==> src/rtl/baud_tick_gen.sv <==
// ============================================================================
// Module      : baud_tick_gen
// Description : Fractional baud-rate divider producing a 1-cycle oversample
//               tick and a 1x bit tick, with shadowed runtime divisor.
// Revision    : 1.0 - initial release
// ============================================================================
`default_nettype none

module baud_tick_gen #(
    parameter int DIV_W      = 16,
    parameter int FRAC_W     = 4,
    parameter int OVERSAMPLE = 16,
    parameter int DEF_INT    = 27,
    parameter int DEF_FRAC   = 0
) (
    input  logic              i_clk,
    input  logic              i_rst,
    input  logic              i_en,
    input  logic [DIV_W-1:0]  i_div_int,
    input  logic [FRAC_W-1:0] i_div_frac,
    input  logic              i_div_wr,
    input  logic              i_resync,
    output logic              o_os_tick,
    output logic              o_baud_tick,
    output logic              o_pending,
    output logic              o_cfg_err
);

    localparam int                c_OS_W     = (OVERSAMPLE > 1) ? $clog2(OVERSAMPLE) : 1;
    localparam logic [c_OS_W-1:0] c_OS_LAST  = c_OS_W'(OVERSAMPLE - 1);
    localparam logic [DIV_W-1:0]  c_DEF_INT  = DIV_W'(DEF_INT);
    localparam logic [FRAC_W-1:0] c_DEF_FRAC = FRAC_W'(DEF_FRAC);
    localparam logic [DIV_W-1:0]  c_MIN_DIV  = DIV_W'(2);

    logic [DIV_W-1:0]  cnt_q,      cnt_d;
    logic [FRAC_W-1:0] facc_q,     facc_d;
    logic              long_q,     long_d;
    logic [DIV_W-1:0]  act_int_q,  act_int_d;
    logic [FRAC_W-1:0] act_frac_q, act_frac_d;
    logic [DIV_W-1:0]  sh_int_q,   sh_int_d;
    logic [FRAC_W-1:0] sh_frac_q,  sh_frac_d;
    logic              pend_q,     pend_d;
    logic [c_OS_W-1:0] os_cnt_q,   os_cnt_d;
    logic              os_tick_q,  os_tick_d;
    logic              baud_q,     baud_d;
    logic              cfg_err_q,  cfg_err_d;

    logic              w_wr_ok;
    logic              w_wr_bad;
    logic              w_term;
    logic [DIV_W-1:0]  w_term_cnt;
    logic [FRAC_W:0]   w_frac_sum;
    logic [DIV_W-1:0]  w_app_int;
    logic [FRAC_W-1:0] w_app_frac;

    assign w_wr_ok    = i_div_wr && (i_div_int >= c_MIN_DIV);
    assign w_wr_bad   = i_div_wr && (i_div_int <  c_MIN_DIV);
    assign w_term_cnt = act_int_q - DIV_W'(1) + DIV_W'(long_q);
    assign w_term     = i_en && (cnt_q == w_term_cnt);
    assign w_frac_sum = {1'b0, facc_q} + {1'b0, act_frac_q};
    // A write landing on the apply edge wins over the older shadow contents.
    assign w_app_int  = w_wr_ok ? i_div_int  : sh_int_q;
    assign w_app_frac = w_wr_ok ? i_div_frac : sh_frac_q;

    always_comb begin
        cnt_d      = cnt_q;
        facc_d     = facc_q;
        long_d     = long_q;
        act_int_d  = act_int_q;
        act_frac_d = act_frac_q;
        sh_int_d   = sh_int_q;
        sh_frac_d  = sh_frac_q;
        pend_d     = pend_q;
        os_cnt_d   = os_cnt_q;
        os_tick_d  = 1'b0;
        baud_d     = 1'b0;
        cfg_err_d  = w_wr_bad;

        if (w_wr_ok) begin
            sh_int_d  = i_div_int;
            sh_frac_d = i_div_frac;
            pend_d    = 1'b1;
        end

        if (i_resync) begin
            cnt_d    = '0;
            facc_d   = '0;
            long_d   = 1'b0;
            os_cnt_d = '0;
        end else if (!i_en) begin
            if (pend_q) begin
                act_int_d  = w_app_int;
                act_frac_d = w_app_frac;
                pend_d     = 1'b0;
                cnt_d      = '0;
                facc_d     = '0;
                long_d     = 1'b0;
                os_cnt_d   = '0;
            end
        end else if (w_term) begin
            cnt_d     = '0;
            os_tick_d = 1'b1;
            baud_d    = (os_cnt_q == c_OS_LAST);
            os_cnt_d  = os_cnt_q + c_OS_W'(1);
            if (pend_q || w_wr_ok) begin
                act_int_d  = w_app_int;
                act_frac_d = w_app_frac;
                pend_d     = 1'b0;
                facc_d     = '0;
                long_d     = 1'b0;
            end else begin
                facc_d = w_frac_sum[FRAC_W-1:0];
                long_d = w_frac_sum[FRAC_W];
            end
        end else begin
            cnt_d = cnt_q + DIV_W'(1);
        end
    end

    always_ff @(posedge i_clk or posedge i_rst) begin
        if (i_rst) begin
            cnt_q      <= '0;
            facc_q     <= '0;
            long_q     <= 1'b0;
            act_int_q  <= c_DEF_INT;
            act_frac_q <= c_DEF_FRAC;
            sh_int_q   <= c_DEF_INT;
            sh_frac_q  <= c_DEF_FRAC;
            pend_q     <= 1'b0;
            os_cnt_q   <= '0;
            os_tick_q  <= 1'b0;
            baud_q     <= 1'b0;
            cfg_err_q  <= 1'b0;
        end else begin
            cnt_q      <= cnt_d;
            facc_q     <= facc_d;
            long_q     <= long_d;
            act_int_q  <= act_int_d;
            act_frac_q <= act_frac_d;
            sh_int_q   <= sh_int_d;
            sh_frac_q  <= sh_frac_d;
            pend_q     <= pend_d;
            os_cnt_q   <= os_cnt_d;
            os_tick_q  <= os_tick_d;
            baud_q     <= baud_d;
            cfg_err_q  <= cfg_err_d;
        end
    end

    assign o_os_tick   = os_tick_q;
    assign o_baud_tick = baud_q;
    assign o_pending   = pend_q;
    assign o_cfg_err   = cfg_err_q;

endmodule

`default_nettype wire

==> config.mk <==
export PLATFORM = sky130hd
export DESIGN_NAME = baud_tick_gen
export DESIGN_NICKNAME = d
export VERILOG_FILES = /design/src/rtl/baud_tick_gen.sv
export SDC_FILE = /design/constraint.sdc
export NUM_CORES = 1
export LEC_CHECK = 0
export CORE_MARGIN = 8
export CORE_UTILIZATION = 35
export DETAILED_ROUTE_END_ITERATION = 12
export PLACE_DENSITY = 0.51
export SLEW_MARGIN = 5
export SYNTH_ARGS = -nofsm -noshare
export SYNTH_HDL_FRONTEND = slang
export SYNTH_SLANG_ARGS = --single-unit
==> constraint.sdc <==
create_clock -name i_clk -period 8.2 [get_ports i_clk]
set_input_delay 0.82 -clock i_clk [delete_from_list [all_inputs] [get_ports i_clk]]
set_output_delay 0.82 -clock i_clk [all_outputs]
set_load 0.02 [all_outputs]
**Word-level counts from Yosys, hierarchy flattened**

Cells that the tools add are included.

- Register bits after elaboration: 69
- Latch bits: 0
- Bits in writable memories: 0
- ROM bits: 0
- Input bits: 25
- Output and inout bits: 4
- Logic and storage cells: 72
- Memories kept: 0

- Add/subtract/negate cells: 5
- Multipliers: 0
- Div/mod/pow operators: 0
- Magnitude comparators: 2
- Equal/unequal tests: 5
- Shift-type cells: 0
- Mux-type cells: 39
- Bitwise gates (word level): 1
- Reduce and logical (&&, ||, !) cells: 8

Operators by type and width:

| cell | number |
|---|---|
| $mux W16 | 9 |
| $mux W4 | 13 |
| $mux W1 | 17 |
| $add A16 B1 Y16 | 1 |
| $add A16 B1 Y16 const B | 1 |
| $eq A16 B16 Y1 | 1 |
| $ge A16 B2 Y1 const B | 1 |
| $lt A16 B2 Y1 const B | 1 |
| $sub A16 B1 Y16 const B | 1 |
| $add A4 B4 Y5 | 1 |
| $add A4 B1 Y4 const B | 1 |
| $eq A4 B4 Y1 const B | 1 |
| $ne A2 B1 Y1 const B | 2 |
| $reduce_and A4 Y1 | 1 |
| $logic_and A1 B1 Y1 | 3 |
| $ne A3 B1 Y1 const B | 1 |
| $reduce_bool A3 Y1 | 1 |
| $reduce_and A2 Y1 | 1 |
| $reduce_bool A2 Y1 | 1 |
| $logic_or A1 B1 Y1 | 1 |
| $not A1 Y1 | 1 |

**Longest topological paths before layout**

- Depth after elaboration: 7
- Depth in mapped cells: 12
- Mapped depth without buffers: 10

**Least setup slack after synthesis**

No wires, ideal clock.

- Path kind: register to register
- Start point: register long_q
- End point: register act_frac_q[0]
- Setup time: 125 ps
- Arrival: 2663 ps
- Data required time: 8075 ps
- Path slack: 5412 ps
- Stages on the path, launching flop included: 13
- Path buffers: 2
- Clock period less this slack: 2788 ps
- Cells stage by stage: dfrtp_1 -> inv_1 -> ha_1 -> ha_1 -> or3b_1 -> nor4b_2 -> mux2i_1 -> o21ai_2 -> and4_4 -> buf_6 -> o21ai_4 -> buf_6 -> mux2_4

- Word-level cells in the longest chain between the ends: 5

Ends and longest elaborated chain:

| what | line | text |
|---|---|---|
| from (decl) | 37 | `logic long_q, long_d;` |
| from (signal assigned) | 137 | `long_q <= long_d;` |
| $add A16 B1 Y16 | 58 | `assign w_term_cnt = act_int_q - DIV_W'(1) + DIV_W'(long_q);` |
| $eq A16 B16 Y1 | 59 | `assign w_term = i_en && (cnt_q == w_term_cnt);` |
| $logic_and A1 B1 Y1 | 59 |  |
| $ne A2 B1 Y1 (no line) | - |  |
| $reduce_and A4 Y1 (no line) | - |  |
| to (signal assigned) | 126 | `act_frac_q <= c_DEF_FRAC;` |
| to (signal assigned) | 139 | `act_frac_q <= act_frac_d;` |
| to (decl) | 39 | `logic [FRAC_W-1:0] act_frac_q, act_frac_d;` |

No other way between the ends.
A chain may end at the register's enable or synchronous reset.

**Worst setup path after layout**

- Start point: register long_q
- End point: register act_int_q[15]

- Word-level cells in the longest chain between the ends: 5

Ends and longest elaborated chain:

| what | line | text |
|---|---|---|
| $add A16 B1 Y16 | 58 |  |
| $eq A16 B16 Y1 | 59 |  |
| $logic_and A1 B1 Y1 | 59 |  |
| $ne A2 B1 Y1 (no line) | - |  |
| $reduce_and A4 Y1 (no line) | - |  |
| to (signal assigned) | 125 | `act_int_q <= c_DEF_INT;` |
| to (signal assigned) | 138 | `act_int_q <= act_int_d;` |
| to (decl) | 38 | `logic [DIV_W-1:0] act_int_q, act_int_d;` |

No other way between the ends.

==> flow_summary_export.csv <==
group,metric,value,unit
timing,slew_violations,0,
critical_path,max_stage_delay,720,ps
floorplanning,die_w,120,µm
clock_tree,cts-resized-gates,0,
synth,ys_warn_count,0,
critical_path,worst_setup_path_start_kind,"flip-flop",
clock_tree,cts.sinks,69,
critical_path,crit_required,8420,ps
timing,layout_min_cycle_time,3390,ps
routing,drtAntennaViolNets,0,
place,gp_congestion,0.772,
worst_hold_path,hold_depth,1,
routing,routedWlPerCell,15.7,µm
power,peakVddDrop,103,µV
routing,drt_wl_total,8.05,mm
critical_path,cp-end-kind,"flip-flop",
final_layout,drive_above_1_share,20.6,%
final_layout,fin_area,4410,µm²
worst_hold_path,hp-class,"flip-flop to flip-flop",
critical_path,path_depth,10,
power,p_clk_share,31.6,%
synth,syn_nets,375,
final_layout,antennaDiodeCount,0,
clock_tree,clk_latency,340,ps
timing,skew,13.2,ps
final_layout,fin_util,41.1,%
timing,fin_ws,4810,ps
clock_tree,clock_tree.buffer_depth,2,
floorplanning,start_util,35.4,%
global_routing,grt_pass1_vias,2745,
place,port_buffers,28,
synth,ys_ff_latch,69,
synth,synth.avg_cell_area,11.2,µm²
final_layout,areaGrowthSynthToFinish,15.9,%
routing,drtIter0Drc,122,
power,internal-power,639,µW
clock_tree,path_clk_slew,80,ps
synth,syn_inst,341,
power,power.density,205,nW/µm²
clock_tree,postCtsSetupRepairBufs,0,
synth,netlist_area,3810,µm²
place,dpl.hpwl,5.68,mm
place,postPlaceCellArea,4210,µm²
place,post-place-ws,4820,ps
critical_path,ff2ff_path_depth,10,
power,combPwrFrac,20.9,%
synth,ys_async_sr_fraction,100,%
critical_path,crit_family,"simple AND/OR/NAND/NOR gates",
status,status,"finished, final reports clean",
global_routing,grt_use_total,11.8,%
timing,hold_viol,0,
clock_tree,cts_tree,"yes",
timing,fmax,0.295,GHz
timing,fin_crit_sh,41.3,%
global_routing,antenna_found_initial,0,
floorplanning,die_h,120,µm
routing,firstDrtPassIters,4,
timing,rsz0062_at_grt,"false",
critical_path,cp_num_buf_inv,1,
timing,tightest_slew,923,ps
critical_path,crit_chain,"inv_1 -> ha_1 -> ha_1 -> or3b_1 -> nor4b_2 -> mux2i_1 -> o21ai_2 -> and4_4 -> o21ai_4 -> mux2_4",
flow_run,cap_viol_max_count,0,
timing,max_slew_margin,38.2,%
routing,drc,0,
synth,synth_cell_types,51,
global_routing,overflow,0,
floorplanning,num_rows,38,
clock_tree,htreeDepth,3,
synth,seq_area_frac_synth,45.6,%
timing,tns,0,ps
clock_tree,cts_buffers,9,
critical_path,worst-endpoint-arrival,3610,ps
critical_path,worst_path_most_repeated_cell,"ha_1",
routing,vias_per_cell,5.10,
synth,synth_edf_count,0,
critical_path,path_class,"flip-flop to flip-flop",
final_layout,fillers,1066,
critical_path,crit_slowest_cell,"o21ai_4",
critical_path,crit_fanout,20,
global_routing,grt_max_degree,70,
timing,setup_viol,0,
floorplanning,die_area,14500,µm²
power,p_sw,264,µW
clock_tree,ctsHoldBuffers,0,
synth,synth_ff_type,"dfrtp_1",
power,switching_share,29.3,%
global_routing,grt_first_pass_wirelength,13.9,mm
power,seqPwrFrac,47.5,%
clock_tree,cts_root_buf,"clkbuf_8",
floorplanning,ios,29,
final_layout,nets,403,
power,leakagePower,0.00191,µW
floorplanning,coreArea,10700,µm²
routing,via_count,2623,
cell families after synthesis:
| family | Yosys count | share of synthesized area [%] |
|---|---|---|
| buf+inv | 29 | 3.52 |
| fa+ha+maj | 9 | 3.15 |
| mux | 47 | 15.7 |
| xor+xnor | 24 | 5.88 |
| flops | 69 | 45.6 |
| compound gates | 48 | 8.87 |
| simple gates | 115 | 17.3 |
state kept, by name, indices dropped and copies added, names as in the netlist:
register and count:
long_q 1, cnt_q 16, os_cnt_q 4, o_cfg_err 1, facc_q 4, o_os_tick 1, act_int_q 16, sh_int_q 16
sh_frac_q 4, o_baud_tick 1, o_pending 1, act_frac_q 4
area by class of cell:
type                            instances  area, µm²  share of cell area (%)
Multi-Input combinational cell        243       1940                    43.9
Inverter                               14       52.6                    1.19
Timing Repair Buffer                   32        310                    7.03
Clock buffer                           11        141                    3.20
Tap cell                              140        175                    3.97
Clock inverter                          5       60.1                    1.36
Sequential cell                        69       1740                    39.3
layout by cell type, fill, tap and decap left out, types with 3 or more instances in the layout:
cell / n
a21o_1: 4
a21oi_1: 8
a22o_1: 4
a31oi_1: 3
and3_1: 7
and4_1: 3
buf_4: 4
clkbuf_8: 10
clkdlybuf4s50_1: 28
dfrtp_1: 61
dfstp_2: 8
ha_1: 8
inv_1: 13
mux2_2: 22
mux2_4: 20
mux2i_1: 5
nand2_1: 27
nand3_1: 17
nand3b_1: 8
nand4_1: 3
nor2_1: 11
nor3_1: 11
nor3b_1: 3
nor4_1: 7
o21ai_0: 11
o2bb2ai_1: 7
or3_1: 5
xnor2_1: 12
xor2_1: 11
per-layer routing:
layer  routed length, µm  vias to the layer above  global-route usage, %
li1                    -                     1283                      -
met1                3810                     1310                   14.8
met2                4000                       25                   19.7
met3                 171                        5                   2.80
met4                  70                        0                   3.98
met5                   0                        -                      0
worst paths after layout:
check                                 startpoint                         to  slack, ps
hold / removal             sh_int_q[8]$_DFF_PP0_      sh_int_q[8]$_DFF_PP0_        500
setup / recovery              long_q$_DFFE_PP0P_  act_int_q[15]$_DFFE_PP0P_       4810
hold reg to reg            sh_int_q[8]$_DFF_PP0_      sh_int_q[8]$_DFF_PP0_        500
min in group asynchronous                  i_rst     sh_frac_q[2]$_DFF_PP0_       1060
max in group asynchronous                  i_rst      cnt_q[10]$_DFFE_PP0P_       6580
setup reg to reg              long_q$_DFFE_PP0P_  act_int_q[15]$_DFFE_PP0P_       4810
through the flow:
step           hold WS, ps  cells  power (µW)
2_1_floorplan          456    341         572
3_3_place_gp           477    498         622
3_5_place_dp           485    498         626
4_1_cts                505    514         921
5_1_grt                517    514         955
6_report               498    514         903
power by group through the flow:
stage                     Sequential (µW)  Clock [µW]  Combinational [µW]
after floorplan                       416           0                 156
after global placement                435           0                 187
after detailed placement              436           0                 190
after CTS                             429         301                 191
after global routing                  434         312                 210
final                                 429         285                 189
cell usage after synthesis, types with 8 or more instances:
cell      count  area share, %
nor3_1       11            1.4
nand3b_1      8            1.6
xor2_1       11            2.5
nor2_1       11            1.1
clkbuf_1      8           0.79
dfrtp_1      61             40
mux2_2       22            6.5
a21oi_1       8            1.1
o21ai_0      11            1.4
nand2_1      27            2.7
inv_1        14            1.4
dfstp_2       8            5.5
xnor2_1      12            2.8
nand3_1      17            2.2
mux2_4       20            7.9
ha_1          8            2.6
(Power assumes the default switching activity.)
